==> src/rtl/mem_arbiter.sv <==
// Two-requester arbiter (fetch / load-store) in front of the shared byte-addressable memory.
// Define MEM_ARB_ROUND_ROBIN_EN for round-robin contention; default is data priority with fetch starvation override.
module mem_arbiter #(
  parameter int AWIDTH       = 32,
  parameter int DWIDTH       = 32,
  parameter int STARVE_LIMIT = 4
) (
  input  logic              clk,
  input  logic              rst,
  input  logic              if_req_i,
  input  logic [AWIDTH-1:0] if_addr_i,
  output logic              if_gnt_o,
  output logic              if_rvalid_o,
  output logic [DWIDTH-1:0] if_rdata_o,
  input  logic              dm_req_i,
  input  logic              dm_we_i,
  input  logic [AWIDTH-1:0] dm_addr_i,
  input  logic [DWIDTH-1:0] dm_wdata_i,
  input  logic [2:0]        dm_funct3_i,
  output logic              dm_gnt_o,
  output logic              dm_rvalid_o,
  output logic [DWIDTH-1:0] dm_rdata_o,
  output logic [AWIDTH-1:0] mem_addr_o,
  output logic [DWIDTH-1:0] mem_data_o,
  output logic              mem_read_en_o,
  output logic              mem_write_en_o,
  output logic [2:0]        mem_funct3_o,
  input  logic [DWIDTH-1:0] mem_data_i
);

  localparam logic [2:0] FUNCT3_LW = 3'b010;

  logic if_win;

`ifdef MEM_ARB_ROUND_ROBIN_EN
  // 0 = fetch granted last, 1 = data granted last
  logic last_gnt;

  assign if_win = last_gnt;

  always_ff @(posedge clk or posedge rst) begin
    if (rst) begin
      last_gnt <= 1'b0;
    end else if (if_gnt_o) begin
      last_gnt <= 1'b0;
    end else if (dm_gnt_o) begin
      last_gnt <= 1'b1;
    end
  end
`else
  localparam logic [3:0] LIMIT = 4'(STARVE_LIMIT);

  logic [3:0] starve_cnt;

  assign if_win = (starve_cnt == LIMIT);

  always_ff @(posedge clk or posedge rst) begin
    if (rst) begin
      starve_cnt <= 4'd0;
    end else if (if_req_i && !if_gnt_o) begin
      if (starve_cnt != LIMIT) begin
        starve_cnt <= starve_cnt + 4'd1;
      end
    end else begin
      starve_cnt <= 4'd0;
    end
  end
`endif

  // Grants are suppressed while rst is high so nothing reaches memory during reset.
  always_comb begin
    if_gnt_o = 1'b0;
    dm_gnt_o = 1'b0;
    if (!rst) begin
      if (if_req_i && dm_req_i) begin
        if_gnt_o = if_win;
        dm_gnt_o = !if_win;
      end else begin
        if_gnt_o = if_req_i;
        dm_gnt_o = dm_req_i;
      end
    end
  end

  always_comb begin
    mem_addr_o     = '0;
    mem_data_o     = '0;
    mem_read_en_o  = 1'b0;
    mem_write_en_o = 1'b0;
    mem_funct3_o   = 3'b000;
    if (if_gnt_o) begin
      mem_addr_o    = if_addr_i;
      mem_read_en_o = 1'b1;
      mem_funct3_o  = FUNCT3_LW;
    end else if (dm_gnt_o) begin
      mem_addr_o     = dm_addr_i;
      mem_data_o     = dm_wdata_i;
      mem_read_en_o  = !dm_we_i;
      mem_write_en_o = dm_we_i;
      mem_funct3_o   = dm_funct3_i;
    end
  end

  // Response stage: one cycle after grant; rdata holds while rvalid is low.
  always_ff @(posedge clk or posedge rst) begin
    if (rst) begin
      if_rvalid_o <= 1'b0;
      dm_rvalid_o <= 1'b0;
      if_rdata_o  <= '0;
      dm_rdata_o  <= '0;
    end else begin
      if_rvalid_o <= if_gnt_o;
      dm_rvalid_o <= dm_gnt_o;
      if (if_gnt_o) begin
        if_rdata_o <= mem_data_i;
      end
      if (dm_gnt_o) begin
        dm_rdata_o <= dm_we_i ? '0 : mem_data_i;
      end
    end
  end

endmodule

==> config.mk <==
export PLATFORM = sky130hd
export DESIGN_NAME = mem_arbiter
export DESIGN_NICKNAME = d
export VERILOG_FILES = /design/src/rtl/mem_arbiter.sv
export SDC_FILE = /design/constraint.sdc
export NUM_CORES = 1
export LEC_CHECK = 0
export ABC_AREA = 1
export CAP_MARGIN = 20
export CORE_MARGIN = 8
export CORE_UTILIZATION = 30
export DETAILED_ROUTE_END_ITERATION = 7
export PLACE_DENSITY_LB_ADDON = 0.15
export SLEW_MARGIN = 20
export SYNTH_ARGS = -nofsm -noshare
export SYNTH_HDL_FRONTEND = slang
export SYNTH_SLANG_ARGS = --single-unit
==> constraint.sdc <==
create_clock -name clk -period 3.65 [get_ports clk]
set_clock_uncertainty 0.05 [all_clocks]
set_input_delay 1.095 -clock clk [delete_from_list [all_inputs] [get_ports clk]]
set_output_delay 1.095 -clock clk [all_outputs]
set_load 0.02 [all_outputs]
==> run_results.csv <==
group,metric,value,unit
synthesis,synth.yosys.warnings,0,
clocking,insertion_delay,0.32,ns
synthesis,synth_cells,490,
floorplan,die_area,0.0160,mm2
synthesis,synth_seq_area_share,0.478,
pwr,power.total,2.91,mW
placement,portBuffers,272,
critical_path,path_max_fanout,8,
routing,antenna_left,0,
clocking,clock-root-buffer,"clkbuf_16",
critical_path,endpoint_kind,"output port",
floorplan,io_pins,273,
pwr,leakage,3.49,nW
floorplan,die_w,127,um
clocking,htreeDepth,3,
clocking,numCtsBuffers,9,
layout,synthToLayoutAreaGrowth,90.1,%
layout,nFillCells,1087,
global_route,grt-ovfl-total,0,
routing,route.detailed.drc,0,
clocking,clock-sinks,70,
global_route,antenna_found_initial,0,
layout,multi_input_comb_area,0.00155,mm2
critical_path,path_class,"input pin to output port",
layout,fin_nets,912,
synthesis,ys_types,20,
routing,drt-pass1-iter-count,4,
routing,vias_per_cell,4.50,
timing,hold_viol_final,0,
floorplan,die_h,127,um
timing,relSlewSlack,0.722,
min_path,whs_path_depth,2,
floorplan,start_util,0.306,
pwr,irDropWorstVdd,0.169,mV
timing,min_period,3.60,ns
run,drv_cap,0,
routing,drt_iter0_drc,189,
floorplan,core_area,0.0120,mm2
min_path,hold_class,"flop to flop",
synthesis,synth_nets,628,
timing,report.final.slew_viol_count,0,
placement,place.gp.congestion,0.895,
timing,max_freq,278,MHz
status,status,"finished, final reports clean",
placement,hpwlAfterDp,12.2,mm
clocking,max-clock-path-buffers,2,
global_route,grt_pass1_vias,4410,
critical_path,worstSetupStartpointType,"input pin",
synthesis,synth.avg_cell_area,7.48,um2
floorplan,row_count,40,
routing,via_count,4163,
global_route,grt_max_degree,63,
pwr,power_density,418,mW/mm2
clocking,path_clk_slew,0.05,ns
critical_path,r2r.worst_path.cells,10,
timing,fin_crit_sh,0.985,
layout,regArea,0.00175,mm2
global_route,grt_usage,0.186,
layout,fin_util,0.582,
synthesis,ys_ff_latch,70,
layout,antenna_cells,0,
timing,setup_viol,0,
clocking,tritoncts,"done",
synthesis,netlist_area,0.00366,mm2
layout,fin_cells,925,
routing,wl_per_cell,17.1,um
layout,drive_gt1_frac,0.197,
global_route,grt_pass1_wl,23.5,mm
critical_path,cp.arrival,2.45,ns
critical_path,required,2.50,ns
routing,wl,15.8,mm
timing,worst_pin_slew,0.416,ns
placement,placedCellCount,902,
==> metrics by stage <==
step / worst slack, ns / cell area, um2 / hold WS (ns) / TNS [ns]
after floorplan: 0.584 / 3660 / 0.458 / 0
after global placement: -0.403 / 6560 / 0.412 / -22.20
after detailed placement: -0.441 / 6560 / 0.418 / -25.02
after CTS: -0.0146 / 6790 / 0.431 / -0.0146
after global routing: -0.00958 / 6960 / 0.451 / -0.00958
final: 0.0536 / 6960 / 0.429 / 0
==> routing by layer <==
layer	wire (um)	share of wire	global-route usage	up-vias
li1	-	-	-	2027
met1	5270	0.33	0.170	1918
met2	8550	0.54	0.356	203
met3	1720	0.11	0.0800	15
met4	258	0.016	0.0651	0
met5	0	0	0	-
==> critical path, stage by stage <==
cell and delay (ns):
clkdlybuf4s50_1 0.44, buf_4 0.16, a21boi_4 0.19, buf_12 0.15
clkbuf_16 0.15, nand2_1 0.05, nand2_1 0.06, buf_4 0.14
==> cell families (layout without fill, tap and decap cells) <==
group                      Yosys count  count (layout)  share of synthesized area
and+or+nand+nor                    308             308                      0.320
DFF                                 70              70                      0.478
buffers and inverters               70             358                      0.106
AOI/OAI and AO/OA                   38              38                     0.0840
adders and majority gates            2               2                    0.00683
xor gates and xnor gates             2               2                    0.00478
==> path summary, 6_finish.rpt <==
check                              start              to  slack (ns)
max in group asynchronous            rst   starve_cnt[3]        2.08
min reg2reg                dm_rdata_o[8]   dm_rdata_o[8]        0.43
max reg2reg                starve_cnt[0]   dm_rdata_o[5]        1.58
max                             dm_req_i  mem_addr_o[15]        0.05
min                        dm_rdata_o[8]   dm_rdata_o[8]        0.43
min in group asynchronous            rst  if_rdata_o[26]        0.87
==> report_power, final <==
part	switching (mW)	leakage [nW]	internal, mW
Combinational	0.487	2.42	0.475
Sequential	0.0645	0.898	0.889
Clock	0.313	0.166	0.681
==> final cells by class <==
| type | count | share of cell area |
|---|---|---|
| timing repair buffer | 300 | 0.426 |
| clock buffer | 11 | 0.0349 |
| multi-input combinational | 350 | 0.223 |
| clock inverter | 4 | 0.0137 |
| tap | 147 | 0.0264 |
| sequential | 70 | 0.252 |
| inverter | 43 | 0.0239 |
==> registers in the layout, indices dropped and copies added, names as in the netlist <==
name and count:
if_rdata_o 32, dm_rdata_o 32, starve_cnt 4, dm_rvalid_o 1, if_rvalid_o 1
==> synth_stat cells, drive strengths merged <==
library cell	instances	area, um2
nand2	262	991
dfrtp	70	1750
inv	43	161
nor2	42	163
o21ai	36	289
buf	24	215
nand3	4	20.0
clkbuf	3	11.3
ha	2	25.0
xor2	2	17.5
a21boi	1	11.3
o211ai	1	7.51
==> repair_timing <==
| action | CTS | global route |
|---|---|---|
| setup endpoints to repair | 70 | 66 |
| hold buffers | 0 | 0 |
| setup buffers | 0 | 2 |
| cloned | 0 | 6 |
| pin swaps | 0 | 2 |
| resized for setup | 234 | 52 |
==> cells in the final DEF, fill, tap and decap left out <==
master | synthesis | final
clkbuf_1 | 3 | 1
nor2_4 | 0 | 1
xor2_1 | 2 | 2
buf_4 | 4 | 41
clkbuf_16 | 0 | 13
o21ai_1 | 5 | 5
bufinv_16 | 0 | 3
buf_12 | 0 | 5
inv_1 | 42 | 39
nand3_1 | 4 | 4
o211ai_1 | 1 | 1
inv_2 | 1 | 3
a21boi_4 | 0 | 1
clkdlybuf4s15_1 | 0 | 1
dfrtp_1 | 70 | 70
clkbuf_8 | 0 | 1
clkdlybuf4s50_1 | 0 | 199
dlymetal6s2s_1 | 0 | 2
nand2_1 | 259 | 258
nor2_2 | 2 | 2
nor2_1 | 40 | 39
nand2_2 | 3 | 3
buf_6 | 12 | 7
o21ai_4 | 0 | 1
clkinv_2 | 0 | 1
buf_2 | 7 | 17
o21ai_2 | 29 | 28
nand2_4 | 0 | 1
inv_6 | 0 | 1
o21ai_0 | 2 | 2
clkdlybuf4s15_2 | 0 | 24
ha_1 | 2 | 2
No activity file was read; power rests on OpenSTA's default activity.
